File: src/rtl/fpu_wb_pkg.sv
// rtl/fpu_wb_pkg.sv - shared types and constants for the FPU writeback block
package fpu_wb_pkg;

    localparam int FLAG_NV = 4;
    localparam int FLAG_DZ = 3;
    localparam int FLAG_OF = 2;
    localparam int FLAG_UF = 1;
    localparam int FLAG_NX = 0;

    localparam int PKG_AW   = 5;
    localparam int PKG_XLEN = 32;

    typedef enum logic {
        EXC_IDLE = 1'b0,
        EXC_PEND = 1'b1
    } exc_state_t;

    typedef struct packed {
        logic [PKG_AW-1:0]   addr;
        logic [PKG_XLEN-1:0] data;
    } gpr_entry_t;

endpackage

File: src/rtl/fpu_wb_fifo.sv
// rtl/fpu_wb_fifo.sv - synchronous FIFO with flush, occupancy count and drop indication
module fpu_wb_fifo #(
    parameter int DEPTH = 4,
    parameter int WIDTH = 37
) (
    input  logic                       clk,
    input  logic                       rst,
    input  logic                       flush,
    input  logic                       push,
    input  logic [WIDTH-1:0]           wdata,
    input  logic                       pop,
    output logic [WIDTH-1:0]           rdata,
    output logic [$clog2(DEPTH):0]     count,
    output logic                       full,
    output logic                       empty,
    output logic                       drop
);
    localparam int PW = $clog2(DEPTH);

    logic [WIDTH-1:0] mem [DEPTH];
    logic [PW-1:0]    wr_ptr;
    logic [PW-1:0]    rd_ptr;
    logic             do_push;
    logic             do_pop;

    assign empty   = (count == '0);
    assign full    = (count == (PW+1)'(DEPTH));
    assign do_pop  = pop && !empty;
    // A full FIFO still accepts a write when the head leaves in the same cycle.
    assign do_push = push && (!full || do_pop);
    assign drop    = push && full && !do_pop;
    assign rdata   = mem[rd_ptr];

    always_ff @(posedge clk or posedge rst) begin
        if (rst) begin
            wr_ptr <= '0;
            rd_ptr <= '0;
            count  <= '0;
            for (int i = 0; i < DEPTH; i++) begin
                mem[i] <= '0;
            end
        end else if (flush) begin
            wr_ptr <= '0;
            rd_ptr <= '0;
            count  <= '0;
        end else begin
            if (do_push) begin
                mem[wr_ptr] <= wdata;
                wr_ptr      <= wr_ptr + PW'(1);
            end
            if (do_pop) begin
                rd_ptr <= rd_ptr + PW'(1);
            end
            case ({do_push, do_pop})
                2'b10:   count <= count + (PW+1)'(1);
                2'b01:   count <= count - (PW+1)'(1);
                default: count <= count;
            endcase
        end
    end

endmodule

File: src/rtl/fpu_writeback.sv
// rtl/fpu_writeback.sv - FPU result writeback: FP regfile write, buffered GPR drain, fflags, exception request
module fpu_writeback
    import fpu_wb_pkg::*;
#(
    parameter int FIFO_DEPTH = 4,
    parameter int XLEN       = 32,
    parameter int FLEN       = 16,
    parameter int AW         = 5
) (
    input  logic            clk,
    input  logic            rst_l,
    input  logic            fpu_complete,
    input  logic [FLEN-1:0] fpu_result_1,
    input  logic [AW-1:0]   fpu_frd,
    input  logic            fpu_complete_rd,
    input  logic [XLEN-1:0] fpu_result_rd,
    input  logic [AW-1:0]   fpu_rd,
    input  logic [4:0]      sflags,
    input  logic            IV_exception,
    input  logic            flush,
    output logic            frf_we,
    output logic [AW-1:0]   frf_waddr,
    output logic [FLEN-1:0] frf_wdata,
    output logic            gpr_wb_valid,
    input  logic            gpr_wb_ready,
    output logic [AW-1:0]   gpr_wb_addr,
    output logic [XLEN-1:0] gpr_wb_data,
    output logic            fpu_stall,
    input  logic            csr_fflags_we,
    input  logic [4:0]      csr_fflags_wdata,
    output logic [4:0]      fflags,
    output logic            exc_req,
    input  logic            exc_ack,
    output logic            wb_overflow
);
    localparam int CW = $clog2(FIFO_DEPTH) + 1;

    logic          any_cpl;
    logic          fp_wr;
    logic          gpr_push;
    logic          iv_event;
    logic [4:0]    new_flags;
    gpr_entry_t    push_entry;
    gpr_entry_t    head_entry;
    logic [CW-1:0] count;
    logic          full;
    logic          empty;
    logic          drop;
    exc_state_t    exc_state;
    exc_state_t    exc_next;

    assign any_cpl   = fpu_complete | fpu_complete_rd;
    assign fp_wr     = fpu_complete && !IV_exception && !flush;
    // x0 writes are architecturally discarded, so they never occupy a FIFO slot.
    assign gpr_push  = fpu_complete_rd && !IV_exception && !flush && (fpu_rd != '0);
    assign iv_event  = IV_exception && any_cpl;
    assign new_flags = any_cpl ? sflags : 5'b0;

    assign push_entry.addr = fpu_rd;
    assign push_entry.data = fpu_result_rd;

    fpu_wb_fifo #(
        .DEPTH (FIFO_DEPTH),
        .WIDTH ($bits(gpr_entry_t))
    ) u_fifo (
        .clk   (clk),
        .rst   (rst_l),
        .flush (flush),
        .push  (gpr_push),
        .wdata (push_entry),
        .pop   (gpr_wb_ready),
        .rdata (head_entry),
        .count (count),
        .full  (full),
        .empty (empty),
        .drop  (drop)
    );

    assign gpr_wb_valid = !empty;
    assign gpr_wb_addr  = empty ? '0 : head_entry.addr;
    assign gpr_wb_data  = empty ? '0 : head_entry.data;
    assign fpu_stall    = (count >= CW'(FIFO_DEPTH - 1));

    always_ff @(posedge clk or posedge rst_l) begin
        if (rst_l) begin
            frf_we      <= 1'b0;
            frf_waddr   <= '0;
            frf_wdata   <= '0;
            fflags      <= 5'b0;
            wb_overflow <= 1'b0;
            exc_state   <= EXC_IDLE;
        end else begin
            frf_we <= fp_wr;
            if (fp_wr) begin
                frf_waddr <= fpu_frd;
                frf_wdata <= fpu_result_1;
            end
            // OR-ing after the CSR mux keeps flags raised in the same cycle as a CSR write.
            fflags <= (csr_fflags_we ? csr_fflags_wdata : fflags) | new_flags;
            if (drop) begin
                wb_overflow <= 1'b1;
            end
            exc_state <= exc_next;
        end
    end

    always_comb begin
        exc_next = exc_state;
        exc_req  = 1'b0;
        case (exc_state)
            EXC_IDLE: begin
                if (iv_event) begin
                    exc_next = EXC_PEND;
                end
            end
            EXC_PEND: begin
                exc_req = 1'b1;
                if (exc_ack && !iv_event) begin
                    exc_next = EXC_IDLE;
                end
            end
            default: exc_next = EXC_IDLE;
        endcase
    end

endmodule

File: config.mk
export PLATFORM = sky130hd
export DESIGN_NAME = fpu_writeback
export DESIGN_NICKNAME = d
export VERILOG_FILES = /design/src/rtl/fpu_wb_pkg.sv /design/src/rtl/fpu_wb_fifo.sv /design/src/rtl/fpu_writeback.sv
export SDC_FILE = /design/constraint.sdc
export NUM_CORES = 1
export LEC_CHECK = 0
export CORE_UTILIZATION = 37
export DETAILED_ROUTE_END_ITERATION = 12
export RECOVER_POWER = 100
export SLEW_MARGIN = 15
export SYNTH_ARGS = -nofsm -noshare
export SYNTH_HDL_FRONTEND = slang
export SYNTH_SLANG_ARGS = --single-unit
File: constraint.sdc
create_clock -name clk -period 8.4 [get_ports clk]
set_input_delay 1.26 -clock clk [delete_from_list [all_inputs] [get_ports clk]]
set_output_delay 1.26 -clock clk [all_outputs]
set_load 0.02 [all_outputs]
Word level (Yosys, flattened, before mapping)
Cells that the tools add are included.
{"block": "classes", "n_eq_ne": 3, "bitwise": 6, "magnitude_cmp": 4, "muxes": 20, "reduce_logical": 25, "n_addsub": 4}
{"cell": "148-bit bitwise mux", "count": 1}
{"cell": "37-bit 2-to-1 mux", "count": 3}
{"cell": "37-bit binary-select mux with 2-bit select", "count": 1}
{"cell": "37-bit demux with 2-bit select", "count": 1}
{"cell": "32-bit 2-to-1 mux", "count": 1}
{"cell": "5-bit 2-to-1 mux", "count": 3}
{"cell": "1-bit logical AND", "count": 12}
{"cell": "2-bit 2-to-1 mux", "count": 4}
{"cell": "3-bit >= comparator (second input constant)", "count": 2}
{"cell": "1-bit logical NOT", "count": 6}
{"cell": "2-bit inverter with 3-bit output", "count": 2}
{"cell": "3-bit case mux with 2 select lines", "count": 1}
{"cell": "5-bit OR", "count": 1}
{"cell": "5-bit nonzero test", "count": 1}
{"cell": "2-bit by 1-bit adder with 2-bit output (second input constant)", "count": 2}
{"cell": "2-bit nonzero test", "count": 2}
{"cell": "3-bit by 1-bit adder with 3-bit output (second input constant)", "count": 1}
{"cell": "3-bit == test (second input constant)", "count": 1}
{"cell": "3-bit by 2-bit >= comparator with 1-bit output (second input constant)", "count": 1}
{"cell": "3-bit logical NOT", "count": 1}
{"cell": "3-bit by 1-bit less-than comparator with 1-bit output (second input constant)", "count": 1}
{"cell": "1-bit 2-to-1 mux", "count": 3}
{"cell": "3-bit 2-to-1 mux", "count": 1}
{"cell": "3-bit nonzero test", "count": 1}
{"cell": "other kinds (8)", "count": 9}
{"block": "word_totals", "ff_bits": 184, "input_bits": 77}

Depth between registers and ports, before layout
Gate-level depths: netlist of run 1.
{"block": "depth", "depth_word": 8, "ltp_mapped": 9}

Modules after synthesis
Synthesis of run 1 repeated with hierarchy kept, for this count alone.
{"block": "unflattened", "hier_cells": 536, "area_unflattened_um2": 8864.8}
{"mod": "fpu_wb_fifo", "cells_each": 420, "area_each_um2": 7440.9, "n_inst": 1}
{"mod": "fpu_writeback", "cells_each": 116, "area_each_um2": 1423.9, "n_inst": 1}

Worst setup path after synthesis of run 1
Ideal clock, no wire load.
{"block": "synth_timing", "path_kind": "input to register", "start": "input fpu_rd[1]", "end": "register u_fifo.count[2]", "required_ps": 8268, "arrival_time_ps": 2839, "slack_ps": 5429, "stages": 8, "cell_sequence": "or4_1 > o211ai_2 > nor2b_1 > fa_1 > inv_1 > nor3_1 > o21a_1 > nor3_1"}
{"block": "synth_via", "elab_chain_len": 6}
{"element": "start: declaration", "line": "fpu_writeback.sv:17", "rtl": "input logic [AW-1:0] fpu_rd,"}
{"element": "5-bit nonzero test (*)", "line": "fpu_writeback.sv:55", "rtl": "assign gpr_push = fpu_complete_rd && !IV_exception && !flush && (fpu_rd != '0);"}
{"element": "1-bit logical AND (*)", "line": "fpu_writeback.sv:55"}
{"element": "1-bit logical AND (*)", "line": "fpu_wb_fifo.sv:30", "rtl": "assign do_push = push && (!full || do_pop);"}
{"element": "2-bit by 1-bit == test with 1-bit output or 2-bit == test (tied branches)", "line": "fpu_wb_fifo.sv:54", "rtl": "case ({do_push, do_pop})"}
{"element": "3-bit case mux with 2 select lines", "line": "fpu_wb_fifo.sv:54"}
{"element": "3-bit 2-to-1 mux", "line": "fpu_wb_fifo.sv:42", "rtl": "end else if (flush) begin"}
{"element": "end signal: assignment", "line": "fpu_wb_fifo.sv:55", "rtl": "2'b10: count <= count + (PW+1)'(1);"}
{"element": "end signal: assignment", "line": "fpu_wb_fifo.sv:56", "rtl": "2'b01: count <= count - (PW+1)'(1);"}
{"element": "end signal: assignment", "line": "fpu_wb_fifo.sv:57", "rtl": "default: count <= count;"}
{"element": "end: declaration", "line": "fpu_wb_fifo.sv:13", "rtl": "output logic [$clog2(DEPTH):0] count,"}
Every way passes the cells marked *; elsewhere a longest branch is shown, timed or not.
A chain may end at the register's enable or synchronous reset.

==> results.sh, run 1 <==
export IMPL_clk_path_buf_depth=2
export IMPL_antenna_diode_count=0
export IMPL_cts_clk_slew_worst_paths_ns=0.06
export IMPL_grtUsageMet2=0.271
export IMPL_r2r_cells=4
export IMPL_ioPinCount=145
export IMPL_start_util=0.377
export IMPL_hold_end="u_fifo.mem[46]$_DFFE_PP0P_"
export IMPL_synth_cells=516
export IMPL_synth_seq_cells=184
export IMPL_skew_ns=0.0136
export IMPL_internal_power_mw=2.04
export IMPL_ys_seq_area_frac=0.522
export IMPL_cts_tree="done"
export IMPL_wire_per_inst_um=19.1
export IMPL_async_flop_share=1.00
export IMPL_start_kind="input port"
export IMPL_slew_headroom=-2.66
export IMPL_clock_latency_ns=0.43
export IMPL_fmax_mhz=180
export IMPL_fin_ws_ns=2.86
export IMPL_path_max_fanout=124
export IMPL_period_needed_ns=5.54
export IMPL_violations="max-capacitance violations, max-slew violations"
export IMPL_powerDensity_mw_per_mm2=290
export IMPL_switching_share=0.324
export IMPL_design_area_mm2=0.0104
export IMPL_vias=4806
export IMPL_fp_dieH_um=156
export IMPL_place_ws_ns=4.35
export IMPL_cp_arrival_ns=5.97
export IMPL_ys_warnings_count=0
export IMPL_endpoint_kind="asynchronous set/reset pin"
export IMPL_pwr_share_clk=0.263
export IMPL_synth_fp_nets=598
export IMPL_h_tree_depth=4
export IMPL_finalPower_mw=3.02
export IMPL_synth_ff_type="dfrtp_1"
export IMPL_drc=0
export IMPL_die_x_um=156
export IMPL_drtAntennaViolNets=0
export IMPL_routed_wl_um=18700
export IMPL_grt_max_degree=125
export IMPL_grt_pass1_wl_um=30500
export IMPL_grt_total_usage=0.166
export IMPL_p_seq_frac=0.386
export IMPL_crit_slowest_cell="clkinvlp_2"
export IMPL_met1_usage=0.210
export IMPL_p_comb_frac=0.351
export IMPL_worstHoldPathType="reg -> reg"
export IMPL_gr_total_overflow=0
export IMPL_grt_pass1_vias=5494
export IMPL_hp_start="u_fifo.mem[46]$_DFFE_PP0P_"
export IMPL_hold_viol_final=0
export IMPL_drive_above_1_share=0.183
export IMPL_path_class="in -> async"
export IMPL_switchingPower_uw=979
export IMPL_cts_hold_buffers=0
export IMPL_grt_busiest_layer="met2"
export IMPL_slew_violations=316
export IMPL_avgViaCountPerCell=4.90
export IMPL_synth_edf_count=0
export IMPL_status="complete, but fails checks"
export IMPL_area_growth_pct=18.0
export IMPL_gp_congestion=0.714
export IMPL_slowest_delay_ns=2.99
export IMPL_worst_pin_slew_ns=5.46
export IMPL_portBuffers=144
export IMPL_r2r_start="u_fifo.count[0]$_DFFE_PP0P_"
export IMPL_syn_area_per_cell_um2=17.1
export IMPL_hpwl_um=11800
export IMPL_drt_initial_drc_count=168
export IMPL_grtUsageMet3=0.0529
export IMPL_max_vdd_ir_drop_mv=0.141
export IMPL_synth_area_mm2=0.00882
export IMPL_holdPathStages=1
export IMPL_design_die_area_mm2=0.0245
export IMPL_p_leak_nw=4.72
export IMPL_nNetsFinal=733
export IMPL_worstPathCellList="dlygate4sd3_1, clkinvlp_2, buf_4"
export IMPL_antenna_found_initial=2
export IMPL_maxCapViolCount=6
export IMPL_finalCritPeriodShare=0.660
export IMPL_rsz0062_at_grt="no"
export IMPL_r2r_slack_ns=5.01
export IMPL_postCtsSetupBuffers=0
export IMPL_cts_root_buf="clkbuf_16"
export IMPL_cts_repair_resized=0
export IMPL_cts_made_buffers=17
export IMPL_finalSetupViolCount=0
export IMPL_reg2reg_to="u_fifo.mem[30]$_DFFE_PP0P_"
export IMPL_finalSetupTns_ns=0
export IMPL_rows=56
export IMPL_cts_sinks=184
export IMPL_first_pass_iters=4
export IMPL_core_mm2=0.0234
export IMPL_synth_distinct_cells=35
export IMPL_dpl_cell_area_mm2=0.0104
export IMPL_cp_required_ns=8.82
-- Yosys cell counts (2+ instances only) --
| library cell | count | area share |
|---|---|---|
| xnor2_1 | 2 | 0.0020 |
| mux2_2 | 49 | 0.063 |
| buf_2 | 3 | 0.0017 |
| nor2_1 | 7 | 0.0030 |
| mux4_2 | 37 | 0.094 |
| and2_1 | 38 | 0.027 |
| dfrtp_1 | 184 | 0.52 |
| nor2b_1 | 6 | 0.0043 |
| buf_1 | 6 | 0.0026 |
| mux2i_1 | 3 | 0.0034 |
| nand2_8 | 4 | 0.0091 |
| xor2_1 | 2 | 0.0020 |
| mux2_4 | 120 | 0.20 |
| nand2_1 | 2 | 0.00085 |
| nor3_1 | 3 | 0.0017 |
| a221o_1 | 5 | 0.0057 |
| inv_1 | 5 | 0.0021 |
| ha_1 | 4 | 0.0057 |
| buf_12 | 12 | 0.027 |
| clkbuf_1 | 9 | 0.0038 |
-- cell type report --
cell class / instances / area, um2
clock inverter: 12 / 143
fill: 2186 / 13000
clock buffer: 18 / 429
timing repair buffer: 147 / 1460
inverter: 5 / 20.0
multi-input combinational: 296 / 3350
tap: 319 / 399
sequential: 184 / 4610
-- stage by stage --
| step | cells | utilization | hold WS, ns |
|---|---|---|---|
| 5_1_grt | 981 | 0.445 | 0.505 |
| 2_1_floorplan | 516 | - | 0.474 |
| 3_3_place_gp | 951 | 0.443 | 0.470 |
| 6_report | 981 | 0.445 | 0.488 |
| 4_1_cts | 981 | 0.467 | 0.506 |
| 3_5_place_dp | 951 | 0.443 | 0.481 |
-- power by group through the flow --
| stage | registers [mW] | clock network, mW | logic [mW] |
|---|---|---|---|
| 2_1_floorplan | 1.15 | 0 | 0.763 |
| 3_3_place_gp | 1.17 | 0 | 1.21 |
| 3_5_place_dp | 1.18 | 0 | 1.22 |
| 4_1_cts | 1.17 | 0.818 | 1.23 |
| 5_1_grt | 1.19 | 0.854 | 1.14 |
| 6_report | 1.16 | 0.793 | 1.06 |
-- worst max-delay path by stage --
stage                                  from                            to  cells after the start
2_1_floorplan                         rst_l           exc_state$_DFF_PP0_                      1
3_3_place_gp                          flush    u_fifo.mem[16]$_DFFE_PP0P_                      6
3_5_place_dp                          flush    u_fifo.mem[26]$_DFFE_PP0P_                      6
4_1_cts        u_fifo.rd_ptr[0]$_DFFE_PP0P_                gpr_wb_addr[4]                      4
5_1_grt                               rst_l  u_fifo.rd_ptr[0]$_DFFE_PP0P_                      3
6_report                              rst_l  u_fifo.rd_ptr[0]$_DFFE_PP0P_                      3
-- routing by layer --
metal  share of wire  vias up
met5          0.0017        -
met4           0.011        4
met3           0.059       25
met2            0.48      119
met1            0.44     2528
li1                -     2130
-- logic make-up (layout without fill, tap and decap cells) --
| logic type | count (synthesis) | in the layout | synth area share |
|---|---|---|---|
| xor+xnor | 4 | 4 | 0.00397 |
| compound gates | 11 | 11 | 0.0111 |
| simple gates | 67 | 67 | 0.0516 |
| buf+inv | 36 | 182 | 0.0387 |
| flops | 184 | 184 | 0.522 |
| fa+ha+maj | 5 | 5 | 0.00794 |
| mux | 209 | 209 | 0.365 |
-- worst max-delay path: cells and delay by family --
kind	cells	cell delay, ns
buf+inv	3	4.52
-- registers in the layout (all words and copies together) (netlist names) --
| signal | flops |
|---|---|
| frf_waddr | 5 |
| u_fifo.count | 3 |
| wb_overflow | 1 |
| u_fifo.mem | 148 |
| frf_we | 1 |
| frf_wdata | 16 |
| u_fifo.wr_ptr | 2 |
| exc_state | 1 |
| fflags | 5 |
| u_fifo.rd_ptr | 2 |
-- layout by cell type (no fill, tap or decap), types with 4 or more instances in the layout --
| cell type | count |
|---|---|
| dfrtp_1 | 183 |
| mux2_1 | 120 |
| clkdlybuf4s50_1 | 72 |
| dlygate4sd3_1 | 72 |
| mux2_2 | 49 |
| mux4_2 | 37 |
| and2_1 | 37 |
| clkbuf_16 | 17 |
| nor2_1 | 7 |
| nor2b_1 | 7 |
| nand2_1 | 6 |
| a221o_1 | 5 |
| inv_1 | 4 |
| ha_1 | 4 |
| inv_6 | 4 |
| clkinvlp_4 | 4 |
Power figures use the tool's default switching activity.
==> inputs of run 2 (changes only) <==
==> constraint.sdc (replaced) <==
create_clock -name clk -period 4.65 [get_ports clk]
set_input_delay 0.6975 -clock clk [delete_from_list [all_inputs] [get_ports clk]]
set_output_delay 0.6975 -clock clk [all_outputs]
set_load 0.02 [all_outputs]
==> run 2 against run 1 <==
The run still ends with max-capacitance violations, max-slew violations left. Clock skew decreased by 0.0017 ns. Setup slack worse by 1.9 ns. Count of clock-buffer cells in the layout rose by 2. Hold slack improved by 0.0013 ns. Highest routed layer unchanged.
==> results.sh, run 2 (synthesis gave the netlist of run 1 again) <==
export IMPL_status="complete, but fails checks"
export IMPL_violations="max-capacitance violations, max-slew violations"
export IMPL_slew_violations=71
export IMPL_gp_congestion=0.713
export IMPL_vias=4797
export IMPL_switchingPower_mw=1.78
export IMPL_p_comb_frac=0.341
export IMPL_worstHoldPathType="reg -> reg"
export IMPL_finalPower_mw=5.48
export IMPL_endpoint_kind="output pin"
export IMPL_p_seq_frac=0.394
export IMPL_slew_headroom=-0.0375
export IMPL_rsz0062_at_grt="no"
export IMPL_grt_pass1_vias=5466
export IMPL_drt_initial_drc_count=173
export IMPL_largest_reg_flops=148
export IMPL_finalSetupTns_ns=0
export IMPL_cts_made_buffers=17
export IMPL_cts_clk_slew_worst_paths_ns=0.07
export IMPL_clk_path_buf_depth=2
export IMPL_gr_total_overflow=0
export IMPL_ioPinCount=145
export IMPL_antenna_found_initial=1
export IMPL_cts_tree="done"
export IMPL_drc=0
export IMPL_fp_dieH_um=156
export IMPL_top_register="u_fifo.mem"
export IMPL_grt_pass1_wl_um=30600
export IMPL_grt_max_degree=93
export IMPL_cts_root_buf="clkbuf_16"
export IMPL_dpl_cell_area_mm2=0.0104
export IMPL_portBuffers=144
export IMPL_max_vdd_ir_drop_mv=0.239
export IMPL_reg_top3="u_fifo.mem (148), frf_wdata (16)"
export IMPL_core_mm2=0.0234
export IMPL_antenna_diode_count=0
export IMPL_period_needed_ns=3.67
export IMPL_p_leak_nw=4.68
export IMPL_clock_latency_ns=0.43
export IMPL_design_die_area_mm2=0.0245
export IMPL_maxCapViolCount=2
export IMPL_wire_per_inst_um=18.8
export IMPL_path_max_fanout=39
export IMPL_internal_power_mw=3.70
export IMPL_hpwl_um=11700
export IMPL_layout_common_cells="182 x dfrtp_1, 120 x mux2_1, 94 x clkdlybuf4s50_1"
export IMPL_area_growth_pct=19.1
export IMPL_drive_above_1_share=0.193
export IMPL_path_class="reg -> out"
export IMPL_cp_arrival_ns=2.97
export IMPL_switching_share=0.325
export IMPL_cp_required_ns=3.95
export IMPL_postCtsSetupBuffers=0
export IMPL_finalCritPeriodShare=0.789
export IMPL_powerDensity_mw_per_mm2=522
export IMPL_rows=56
export IMPL_nNetsFinal=732
export IMPL_finish_utilization=0.449
export IMPL_mostFrequentLayoutCell="dfrtp_1"
export IMPL_die_x_um=156
export IMPL_cts_hold_buffers=0
export IMPL_drtAntennaViolNets=0
export IMPL_avgViaCountPerCell=4.88
export IMPL_first_pass_iters=4
export IMPL_pwr_share_clk=0.265
export IMPL_design_area_mm2=0.0105
export IMPL_hold_viol_final=0
export IMPL_h_tree_depth=4
export IMPL_cts_repair_resized=0
export IMPL_grt_total_usage=0.165
export IMPL_finalSetupViolCount=0
export IMPL_cts_sinks=184
export IMPL_routed_wl_um=18400
export IMPL_start_util=0.377
export IMPL_skew_ns=0.0118
export IMPL_worst_pin_slew_ns=1.56
export IMPL_start_kind="flip-flop"
export IMPL_timing_hold_ws_ns=0.489
export IMPL_fmax_mhz=273
==> run 2: cell count changes in the layout (fill, tap and decap cells not counted), moves of 4 or more <==
cell and change:
and2_0 +22, and2_1 -22, clkdlybuf4s50_1 +22, dlygate4sd3_1 -22, nand2_1 -4, nand2_8 +4
==> run 2: through the flow <==
stage               worst slack [ns]  cells
floorplan                       1.59    516
global placement                1.24    950
detailed placement              1.17    950
CTS                             1.06    982
global route                   0.646    982
finish                         0.981    982
==> run 2: area by class of cell <==
class | instances | area [um2]
clock buffer | 20 | 467
clock inverter | 12 | 129
fill | 2188 | 12900
inverter | 5 | 20.0
multi-input combinational | 296 | 3420
sequential | 184 | 4610
tap | 319 | 399
timing repair buffer | 146 | 1470
==> run 2: worst max-delay path, stage by stage (launching register included) <==
cell and delay, ns:
dfrtp_1 0.46, or3_1 1.07, and2_0 0.36, clkdlybuf4s50_1 0.65
==> run 2: metal layers <==
| layer | GRT usage | part of all wire | routed length, um | vias up |
|---|---|---|---|---|
| met5 | 0 | 0.00071 | 13 | - |
| met2 | 0.268 | 0.50 | 9200 | 99 |
| met1 | 0.217 | 0.44 | 8070 | 2541 |
| li1 | - | - | - | 2142 |
| met3 | 0.0515 | 0.054 | 999 | 13 |
| met4 | 0.0369 | 0.0077 | 141 | 2 |
==> run 2: path summary, 6_finish.rpt <==
check	from	end	slack (ns)	cells past startpoint
min in group asynchronous	rst_l	u_fifo.mem[72]$_DFFE_PP0P_	1.05	2
worst min-delay path	u_fifo.mem[63]$_DFFE_PP0P_	u_fifo.mem[63]$_DFFE_PP0P_	0.49	1
worst min register to register	u_fifo.mem[63]$_DFFE_PP0P_	u_fifo.mem[63]$_DFFE_PP0P_	0.49	1
worst max register to register	u_fifo.count[0]$_DFFE_PP0P_	u_fifo.mem[81]$_DFFE_PP0P_	1.73	4
worst max-delay path	u_fifo.count[0]$_DFFE_PP0P_	gpr_wb_addr[4]	0.98	3
max in group asynchronous	rst_l	u_fifo.mem[120]$_DFFE_PP0P_	1.48	3
==> run 2: power by group through the flow <==
stage                     combinational (mW)  clock [mW]  sequential (mW)
after global routing                    2.03        1.56             2.22
after global placement                  2.10           0             2.19
after floorplan                         1.38           0             2.08
after detailed placement                2.12           0             2.21
after CTS                               2.14        1.50             2.18
final                                   1.87        1.45             2.16
